[src/rtl/signed_cmp_pkg.sv]
// -----------------------------------------------------------------------------
// signed_cmp_pkg
//
// Shared definitions for the serial signed comparators (GEQ today, LT/LE later).
//   cmp_state_e   : operation FSM states (IDLE, RUN, DONE)
//   CMP_WIDTH     : default operand width
//   CMP_DIGIT     : default bits consumed per cycle
//   CMP_MAX_WIDTH : widest operand sign_flip() can handle
//   sign_flip()   : inverts bit (width-1) so unsigned order equals signed order
// -----------------------------------------------------------------------------
package signed_cmp_pkg;

  localparam int CMP_WIDTH     = 32;
  localparam int CMP_DIGIT     = 4;
  localparam int CMP_MAX_WIDTH = 64;

  typedef enum logic [1:0] {
    IDLE = 2'd0,
    RUN  = 2'd1,
    DONE = 2'd2
  } cmp_state_e;

  // Operands narrower than CMP_MAX_WIDTH are zero-extended by the caller and
  // truncated back afterwards; only bit (width-1) is inverted.
  function automatic logic [CMP_MAX_WIDTH-1:0] sign_flip(
    input logic [CMP_MAX_WIDTH-1:0] vec,
    input int unsigned              width
  );
    return vec ^ (CMP_MAX_WIDTH'(1) << (width - 1));
  endfunction

endpackage : signed_cmp_pkg

[src/rtl/signed_geq_serial_digit_cmp.sv]
// -----------------------------------------------------------------------------
// digit_cmp
//
// Combinational unsigned magnitude compare of one DIGIT-wide digit pair.
//   da, db : digit of operand A / operand B (sign already flipped upstream)
//   gt     : 1 iff da > db
//   lt     : 1 iff da < db
// Both low means the digits are equal.
// -----------------------------------------------------------------------------
module digit_cmp #(
  parameter int DIGIT = 4
) (
  input  logic [DIGIT-1:0] da,
  input  logic [DIGIT-1:0] db,
  output logic             gt,
  output logic             lt
);

  assign gt = (da > db);
  assign lt = (da < db);

endmodule : digit_cmp

[src/rtl/signed_geq_serial.sv]
// -----------------------------------------------------------------------------
// signed_geq_serial
//
// Digit-serial signed A >= B comparator with valid/ready on input and result.
// Operands are captured on the accepting edge with their sign bits inverted,
// then scanned LSB-first DIGIT bits per cycle. A running verdict is kept; a
// differing digit overrides it, since more significant digits arrive later.
// The result appears NDIG edges after acceptance and is held until taken.
//
// Parameters: WIDTH (>= 2, <= CMP_MAX_WIDTH), DIGIT (divides WIDTH).
// Optional build macro SIGNED_GEQ_EQ_OUT_EN adds the 'eq' output (a == b).
//
// Ports:
//   clk, rst_n           : clock (rising edge), async active-low reset
//   in_valid / in_ready  : operand handshake (in_ready high only in IDLE)
//   a, b                 : two's-complement operands
//   out_valid / out_ready: result handshake (out_valid high only in DONE)
//   geq                  : signed(a) >= signed(b), valid while out_valid
//   busy                 : operation in flight (state != IDLE)
//   eq                   : (macro only) a == b, same timing as geq
// -----------------------------------------------------------------------------
module signed_geq_serial
  import signed_cmp_pkg::*;
#(
  parameter int WIDTH = CMP_WIDTH,
  parameter int DIGIT = CMP_DIGIT
) (
  input  logic             clk,
  input  logic             rst_n,
  input  logic             in_valid,
  output logic             in_ready,
  input  logic [WIDTH-1:0] a,
  input  logic [WIDTH-1:0] b,
  output logic             out_valid,
  input  logic             out_ready,
  output logic             geq,
  output logic             busy
`ifdef SIGNED_GEQ_EQ_OUT_EN
  ,
  output logic             eq
`endif
);

  localparam int NDIG  = WIDTH / DIGIT;
  localparam int CNT_W = (NDIG > 1) ? $clog2(NDIG) : 1;
  localparam logic [CNT_W-1:0] CNT_LAST = CNT_W'(NDIG - 1);

  cmp_state_e       state_q, state_d;
  logic [WIDTH-1:0] sa_q, sa_d;
  logic [WIDTH-1:0] sb_q, sb_d;
  logic [CNT_W-1:0] cnt_q, cnt_d;
  logic             flag_q, flag_d;
  logic             geq_q, geq_d;

  logic             dig_gt, dig_lt;
  logic             flag_upd;

  digit_cmp #(.DIGIT(DIGIT)) u_digit_cmp (
    .da (sa_q[DIGIT-1:0]),
    .db (sb_q[DIGIT-1:0]),
    .gt (dig_gt),
    .lt (dig_lt)
  );

  // Equal digits leave the verdict of the less significant digits in place.
  assign flag_upd = dig_gt ? 1'b1 : (dig_lt ? 1'b0 : flag_q);

`ifdef SIGNED_GEQ_EQ_OUT_EN
  logic all_eq_q, all_eq_d;
  logic eq_q, eq_d;
  logic all_eq_upd;

  assign all_eq_upd = all_eq_q & ~(dig_gt | dig_lt);
`endif

  // NOTE: every always_comb output gets a default first, so no path through
  // the case statement can leave a signal unassigned and infer a latch.
  always_comb begin
    state_d = state_q;
    sa_d    = sa_q;
    sb_d    = sb_q;
    cnt_d   = cnt_q;
    flag_d  = flag_q;
    geq_d   = geq_q;
`ifdef SIGNED_GEQ_EQ_OUT_EN
    all_eq_d = all_eq_q;
    eq_d     = eq_q;
`endif

    unique case (state_q)
      IDLE: begin
        // in_ready is constant-high here, so in_valid alone is the accept.
        if (in_valid) begin
          sa_d    = WIDTH'(sign_flip(CMP_MAX_WIDTH'(a), WIDTH));
          sb_d    = WIDTH'(sign_flip(CMP_MAX_WIDTH'(b), WIDTH));
          cnt_d   = '0;
          flag_d  = 1'b1;
          state_d = RUN;
`ifdef SIGNED_GEQ_EQ_OUT_EN
          all_eq_d = 1'b1;
`endif
        end
      end

      RUN: begin
        flag_d = flag_upd;
        sa_d   = sa_q >> DIGIT;
        sb_d   = sb_q >> DIGIT;
        cnt_d  = cnt_q + CNT_W'(1);
`ifdef SIGNED_GEQ_EQ_OUT_EN
        all_eq_d = all_eq_upd;
`endif
        if (cnt_q == CNT_LAST) begin
          geq_d   = flag_upd;
          state_d = DONE;
`ifdef SIGNED_GEQ_EQ_OUT_EN
          eq_d = all_eq_upd;
`endif
        end
      end

      DONE: begin
        if (out_ready) begin
          state_d = IDLE;
        end
      end

      default: begin
        state_d = IDLE;
      end
    endcase
  end

  // NOTE: state registers use non-blocking assignments so every flop samples
  // its pre-edge inputs, independent of the order the simulator runs blocks.
  always_ff @(posedge clk or negedge rst_n) begin
    if (!rst_n) begin
      state_q <= IDLE;
      sa_q    <= '0;
      sb_q    <= '0;
      cnt_q   <= '0;
      flag_q  <= 1'b0;
      geq_q   <= 1'b0;
    end else begin
      state_q <= state_d;
      sa_q    <= sa_d;
      sb_q    <= sb_d;
      cnt_q   <= cnt_d;
      flag_q  <= flag_d;
      geq_q   <= geq_d;
    end
  end

`ifdef SIGNED_GEQ_EQ_OUT_EN
  always_ff @(posedge clk or negedge rst_n) begin
    if (!rst_n) begin
      all_eq_q <= 1'b0;
      eq_q     <= 1'b0;
    end else begin
      all_eq_q <= all_eq_d;
      eq_q     <= eq_d;
    end
  end

  assign eq = eq_q;
`endif

  // Handshake outputs decode straight from the state register, so an async
  // reset drops out_valid and raises in_ready without waiting for a clock.
  assign in_ready  = (state_q == IDLE);
  assign out_valid = (state_q == DONE);
  assign busy      = (state_q != IDLE);
  assign geq       = geq_q;

endmodule : signed_geq_serial
[config.mk]
export PLATFORM = sky130hd
export DESIGN_NAME = signed_geq_serial
export DESIGN_NICKNAME = d
export VERILOG_FILES = /design/src/rtl/signed_cmp_pkg.sv /design/src/rtl/signed_geq_serial_digit_cmp.sv /design/src/rtl/signed_geq_serial.sv
export SDC_FILE = /design/constraint.sdc
export NUM_CORES = 1
export LEC_CHECK = 0
export ABC_AREA = 1
export ABC_CLOCK_PERIOD_IN_PS = 1500
export CAP_MARGIN = 30
export CORE_AREA = 2 2 118 63
export DETAILED_ROUTE_END_ITERATION = 10
export DIE_AREA = 0 0 120 65
export PLACE_DENSITY = 0.85
export SETUP_SLACK_MARGIN = 0.1
export SYNTH_ARGS = -nofsm -noshare
export SYNTH_HDL_FRONTEND = slang
export SYNTH_SLANG_ARGS = --single-unit
[constraint.sdc]
create_clock -name clk -period 1.5 [get_ports clk]
set_input_delay 0.3 -clock clk [delete_from_list [all_inputs] [get_ports clk]]
set_output_delay 0.3 -clock clk [all_outputs]
set_load 0.03 [all_outputs]
; ---- Yosys cells after proc, flatten, opt, wreduce, memory -nomap -nowiden
; Cells that the tools add are included.
[word_totals]
input_bits = 68
wordCells = 37
reg_bits = 71
[op_classes]
reduce_logical = 6
n_bitwise = 2
magnitude_cmp = 2
muxes = 14
addsub = 1
n_eq_ne = 6
[ops]
columns = operator, n
row1 = case mux 32 bit (2 select lines), 2
row2 = 2-to-1 mux 32 bit, 2
row3 = 2-to-1 mux 2 bit, 3
row4 = case mux 2 bit (3 select lines), 1
row5 = case mux 3 bit (2 select lines), 1
row6 = > comparator 4 bit, 1
row7 = < comparator 4 bit, 1
row8 = != test 2 bit (second input constant), 2
row9 = AND reduction 2 bit, 2
row10 = nonzero test 2 bit, 2
row11 = adder 3 x 1 -> 3 bit (second input constant), 1
row12 = == test 3 bit (second input constant), 1
row13 = 2-to-1 mux 1 bit, 3
row14 = 2-to-1 mux 3 bit, 1
row15 = AND reduction 3 bit, 1
row16 = == test 2 x 1 -> 1 bit (second input constant), 1
row17 = == test 2 bit (second input constant), 1
row18 = zero test 2 bit, 1
row19 = != test 2 x 1 -> 1 bit (second input constant), 1
row20 = NOT 1 bit, 2
row21 = case mux 1 bit (2 select lines), 1

; ---- Logic depth before layout (Yosys ltp)
; Gate-level depths: netlist of the first run.
[logic_depth]
word_depth = 4
depth_mapped = 9
ltp_nobuf = 9

; ---- Modules after synthesis
; From an unflattened synthesis of the first run, not the netlist that was laid out.
[unflattened]
cells_unflattened = 566
area_unflattened_um2 = 3922.5
[by_module_without_submodules]
columns = mod, instances, area_each_um2, seq_area_each_um2, cells_each
row1 = signed_geq_serial, 1, 3807.4, 1776.7, 546
row2 = digit_cmp, 1, 115.1, 0.0, 20

; ---- Worst setup path before layout of the first run
; Ideal clock, no wire load.
[synth_timing]
kind = flip-flop to output port
start = register state_q[0]
end = output busy
path_stages_with_launch = 3
slack_ns = 0.010
arrival_ns = 1.190
cell_sequence = dfrtp_1 > nor2_1 > inv_1
[synth_between]
elab_chain_cells = 1
[synth_rtl]
columns = item, line_no
row1 = start: declaration, signed_geq_serial.sv:48  ; cmp_state_e state_q, state_d;
row2 = start signal: assignment, signed_geq_serial.sv:145  ; state_q <= state_d;
row3 = nonzero test 2 bit, signed_geq_serial.sv:172  ; assign busy = (state_q != IDLE);
row4 = end: declaration, signed_geq_serial.sv:37  ; output logic busy
; No other way between the ends.

; ---- Final worst setup path of the first run
; Ends and elaborated chain as after synthesis.

==> qor.yml, run 1 <==
syn_nets: 468
drv_cap: 0
grt_pass1_wl_mm: 14.46
vias_per_cell: 5.578
syn-instance-count: 394
gp_congestion: 0.8167
die_y_um: 65
drt-total-wl_mm: 8.724
tightest_slew_ns: 0.3742
fin_skew_ns: 0.006813
drv_slew: 0
yosys.area_share.xor_xnor: 0
drc: 0
final_cell_mix: "o21ai_1 (109), dfrtp_1 (71), clkdlybuf4s50_1 (66), nand3_1 (64), nor2_1 (58)"
ys_seq_area_frac: 0.5299
synth-seq-cells: 71
dp.final_hpwl_mm: 5.739
ys_warn_count: 0
vdd_drop_max_mv: 0.8438
grt_setup_unrepaired: "yes"
vias: 3163
die_w_um: 120
crit_path_max_incr_delay_ns: 0.39
clkSlewWorstSetupHoldPaths_ns: 0.06
cts_tree: "done"
worst_path_most_repeated_cell: "buf_6"
diodes: 0
area_growth_pct: 37.05
critPathRequiredTime_ns: 1.20
synthMuxAreaShare: 0
fin_ws_ns: 0.08333
max_freq_ghz: 0.7059
num_io_pins: 72
setup_viol: 0
grt_pass1_vias: 2923
overflow: 0
dr.pass1.iters: 5
grt_max_degree: 72
clock_sinks: 71
cts_buffers: 9
yosysUniqueCellTypes: 20
ant_nets: 0
path_cells: "buf_6 -> nor2_4 -> inv_2 -> buf_6"
cts-root-buf: "clkbuf_16"
synth_compound_area_frac: 0.1799
finalHoldViolCount: 0
fin_crit_sh: 0.9444
crit_path_end_kind: "output port"
cp_num_buf_inv: 3
synth_simple_gate_area_frac: 0.2019
crit_fanout: 3
die-area_um2: 7800
period_needed_ns: 1.417
row_count: 22
fillers: 552
core-area_um2: 6909
status: "finished clean"
final_common_cell: "o21ai_1"
worstHoldPathType: "reg2reg"
p_per_area_nw_per_um2: 2083
slew_headroom: 0.7505
synthAdderAreaFrac: 0.02239
crit_type: "reg2out"
wl_per_cell_um: 15.39
synth_top_family_by_area: "simple AND/OR/NAND/NOR gates"
syn_avg_cell_area_um2: 8.511
setup_tns_ns: 0
grt_usage: 0.2413
clockBufferDepth: 2
first_iter_violations: 322
syn_area_um2: 3353
p_leak_nw: 1.987
critPathTopFamily: "flip-flops"
nets: 540
cts_max_level: 3
antenna_found_initial: 0
pre_cts_ws_ns: -0.008266
critPathSlowestCell: "dfrtp_1"
critPathLaunchType: "flip-flop"
layout-drive-gt1-share: 0.1040
initial_core_util: 0.4853
worstSkewPairLatency_ns: 0.34
io_buffers: 71
cp.arrival_ns: 1.12
[cell families after synthesis]
kind of cell,after synthesis
buf+inv,45
simple gates,153
compound gates,119
fa+ha+maj,6
flops,71
[final timing paths]
| check | from | endpoint | slack [ns] | depth (start not counted) |
|---|---|---|---|---|
| max in group asynchronous | rst_n | sb_q[4]$_DFFE_PN0P_ | 0.67 | 3 |
| min | cnt_q[0]$_DFFE_PN0P_ | cnt_q[0]$_DFFE_PN0P_ | 0.49 | 1 |
| max | state_q[0]$_DFFE_PN0P_ | busy | 0.08 | 4 |
| min in group asynchronous | rst_n | sa_q[0]$_DFFE_PN0P_ | 0.52 | 3 |
| min reg2reg | cnt_q[0]$_DFFE_PN0P_ | cnt_q[0]$_DFFE_PN0P_ | 0.49 | 1 |
| max reg2reg | state_q[1]$_DFFE_PN0P_ | sb_q[3]$_DFFE_PN0P_ | 0.15 | 7 |
[metal layers]
layer	track usage	part of all wire
met5	0	0
met1	0.3623	0.47
met2	0.3366	0.43
met4	0.06029	0.0070
met3	0.07570	0.089
[per-stage QoR]
stage	power (mW)	util	hold slack, ns	cell area [µm²]	instances
after global routing	10.33	0.6652	0.5143	4596	567
after global placement	7.135	0.6097	0.3485	4213	546
final	9.571	0.6652	0.4894	4596	567
after floorplan	6.091	-	0.004409	3356	394
after detailed placement	7.325	0.6097	0.3491	4213	546
after CTS	9.443	0.6574	0.4856	4542	566
[flip-flops by register name, indices dropped and copies added, names as in the netlist]
register / count
sa_q: 32
sb_q: 32
cnt_q: 3
state_q: 2
flag_q: 1
geq: 1
[power breakdown]
part | internal, mW | switching [mW]
clock | 1.13 | 0.870
sequential | 2.85 | 0.531
combinational | 1.75 | 2.44
[synthesized netlist by cell type, drive strengths merged]
cell type / n / area, µm²
a21oi: 3 / 15.01
buf: 30 / 165.1
clkbuf: 1 / 3.750
dfrtp: 71 / 1777
ha: 6 / 75.07
inv: 14 / 52.55
nand2: 28 / 122.6
nand3: 64 / 320.3
nand4: 1 / 6.260
nor2: 60 / 227.7
o21ai: 111 / 555.5
o22ai: 4 / 25.02
o31ai: 1 / 7.510
[final cells by class]
type                            instances  area, µm²  area share
Clock buffer                            9      225.2     0.04901
Clock inverter                          7      56.30     0.01225
Inverter                               14      52.55     0.01143
Multi-Input combinational cell        278       1376      0.2995
Sequential cell                        71       1777      0.3866
Tap cell                               96      120.1     0.02614
Timing Repair Buffer                   92      988.4      0.2151
[timing repair]
item,4_1_cts,5_1_grt
setup buffers,3,0
hold buffers,1,0
hold endpoints to repair,16,0
gates resized for setup,6,7
gates cloned,0,1
pin swaps,2,1
setup endpoints to repair,4,58
[worst register-to-register path, stage by stage, from the launching register on]
cell	delay, ns
dfrtp_1	0.40
inv_2	0.09
buf_4	0.15
nand2_4	0.12
nand2_8	0.10
buf_12	0.15
o21ai_1	0.12
o22ai_1	0.10
(Power assumes the default switching activity.)
==> run 2: changes to the inputs <==
Settings changed: ABC_CLOCK_PERIOD_IN_PS 1500 to 1650, CAP_MARGIN 30 to 20, CORE_AREA 2 2 118 63 to 2 2 114 61, DIE_AREA 0 0 120 65 to 0 0 116 63, PLACE_DENSITY 0.85 to 0.89.
Clock period 1.5 ns to 1.65 ns, I/O delays scaled along.
==> qor.yml, run 2 (synthesized netlist as in run 1, its figures left out) <==
seq_area_um2: 1777  # unchanged
grt_setup_unrepaired: "yes"
wl_per_cell_um: 16.75  # +8.9%
crit_fanout: 31  # +28
vias: 3156  # -0.22%
highest_layer: "met4"
power_frac_seq: 0.349  # -0.004
status: "finished clean"
p_switching_mw: 3.571  # -7.0%
final_cell_mix: "o21ai_1 (108), dfrtp_1 (71), clkdlybuf4s50_1 (66), nand3_1 (64), nor2_1 (58)"
row_count: 21  # -4.5%
dr.pass1.iters: 5  # unchanged
nets: 535  # -0.93%
power_frac_clock: 0.233  # +0.024
cts-resized-gates: 5  # -1
slew_headroom: 0.7529  # +0.002336
crit_path_end_kind: "flip-flop"
ant_nets: 0  # unchanged
io_buffers: 71  # unchanged
cts_buffers: 9  # unchanged
antenna_found_initial: 0  # unchanged
critPathRequiredTime_ns: 1.88  # +0.68 ns
final_cell_count_no_fill: 558  # -1.6%
drc: 0  # unchanged
wl_met3_um: 944  # +22%
num_io_pins: 72  # unchanged
clockBufferDepth: 2  # unchanged
layout-drive-gt1-share: 0.09657  # -0.007467
tightest_slew_ns: 0.3707  # -0.003504 ns
cts-root-buf: "clkbuf_16"
fin_area_um2: 4496  # -2.2%
fillers: 491  # -11%
finalHoldViolCount: 0  # unchanged
combPwrFrac: 0.418  # -0.020
area_growth_pct: 34.07
drv_cap: 0  # unchanged
cts_tree: "done"
die-area_um2: 7308  # -6.3%
worstSkewPairLatency_ns: 0.33  # about the same
critPathSlowestCell: "dfrtp_1"
clock_sinks: 71  # unchanged
period_needed_ns: 1.540
initial_core_util: 0.5274  # +0.04202
intPower_mw: 5.328  # -7.0%
pre_cts_ws_ns: 0.08616  # +0.09443 ns
critPathTopFamily: "buffers and inverters"
fin_ws_ns: 0.1103  # +0.02693 ns
wl_met1_mm: 4.149  # +1.3%
cp.arrival_ns: 1.77  # +0.65 ns
crit_path_max_incr_delay_ns: 0.42  # +0.03 ns
overflow: 0  # unchanged
clkSlewWorstSetupHoldPaths_ns: 0.06  # about the same
path_cells: "buf_4 -> nand2_2 -> buf_4 -> nand2_4 -> buf_12 -> o21ai_1 -> o21ai_1"
grt_max_degree: 72  # unchanged
drv_slew: 0  # unchanged
diodes: 0  # unchanged
p_sw_frac: 0.4013  # about the same
core-area_um2: 6359  # -8.0%
die_y_um: 63  # -3.1%
multi_input_area_um2: 1361  # -1.1%
dp.final_hpwl_mm: 6.008  # +4.7%
final_common_cell: "o21ai_1"
wl_met2_mm: 4.159  # +9.8%
p_leak_nw: 1.963  # -1.2%
gp_congestion: 0.8136  # -0.38%
cp_num_buf_inv: 3  # unchanged
fin_skew_ns: 0.007191  # +0.0003780 ns
vias_per_cell: 5.656  # +1.4%
cts_setup_buffers: 0  # -3
critPathLaunchType: "flip-flop"
p_per_area_nw_per_um2: 1980  # -4.9%
grt_pass1_wl_mm: 15.30  # +5.8%
die_w_um: 116  # -3.3%
setup_viol: 0  # unchanged
drt-total-wl_mm: 9.347  # +7.1%
grt_pass1_vias: 3070  # +5.0%
worstHoldPathType: "in2async"
vdd_drop_max_mv: 0.9572  # +13%
crit_type: "reg2reg"
largest_registers: "sa_q x32, sb_q x32, cnt_q x3"
post_dp_cell_area_um2: 4173  # -0.95%
cts_max_level: 3  # unchanged
cts_hold_buffers: 0  # -1
grt_usage: 0.2744  # +0.03310
dp_cells: 542  # -0.73%
first_iter_violations: 315  # -2.2%
fin_crit_sh: 0.9332
max_freq_ghz: 0.6495
[run 2: changes by cell type in the layout (fill, tap and decap cells not counted), moves of 2 or more]
cell	change
buf_4	+3
buf_12	-3
inv_2	-2
bufinv_16	+2
buf_6	-4
[run 2: final timing paths]
kind / startpoint / end / slack (ns) / depth (start not counted)
worst min-delay path: rst_n / sa_q[3]$_DFFE_PN0P_ / 0.02 / 2
min in group clk: cnt_q[0]$_DFFE_PN0P_ / cnt_q[0]$_DFFE_PN0P_ / 0.48 / 1
worst min register to register: cnt_q[0]$_DFFE_PN0P_ / cnt_q[0]$_DFFE_PN0P_ / 0.48 / 1
max in group asynchronous: rst_n / sa_q[28]$_DFFE_PN0P_ / 1.34 / 2
worst max register to register: state_q[0]$_DFFE_PN0P_ / sa_q[13]$_DFFE_PN0P_ / 0.11 / 7
worst max-delay path: state_q[0]$_DFFE_PN0P_ / sa_q[13]$_DFFE_PN0P_ / 0.11 / 7
[run 2: per-stage QoR]
step / total power, mW / util / TNS, ns / hold slack [ns]
6_report: 8.899 / 0.7070 / 0 / 0.02094
5_1_grt: 9.516 / 0.7070 / 0 / 0.04680
3_5_place_dp: 6.656 / 0.6562 / 0 / 0.3801
2_1_floorplan: 5.532 / - / 0 / 0.03441
4_1_cts: 8.824 / 0.7066 / -0.009323 / 0.03022
3_3_place_gp: 6.424 / 0.6562 / 0 / 0.3841
[run 2: cell type report]
type                    instances  share of cell area
clock buffers                   9             0.05010
repair buffers                 87              0.1926
clock inverters                 7             0.02143
well taps                      92             0.02561
multi-input cells             278              0.3028
flip-flops and latches         71              0.3952
inverters                      14             0.01225
[run 2: routing by layer]
metal / global-route usage / up-vias
met5: 0 / -
met3: 0.09893 / 8
met4: 0.05952 / 0
met2: 0.4086 / 184
met1: 0.3884 / 1482
li1: - / 1482
[run 2: power by group through the flow]
stage / combinational (mW) / sequential (mW) / clock (mW)
after global placement: 3.38 / 3.04 / 0
after global routing: 4.16 / 3.19 / 2.17
final: 3.72 / 3.10 / 2.07
after CTS: 3.66 / 3.07 / 2.09
after detailed placement: 3.59 / 3.07 / 0
after floorplan: 2.57 / 2.96 / 0
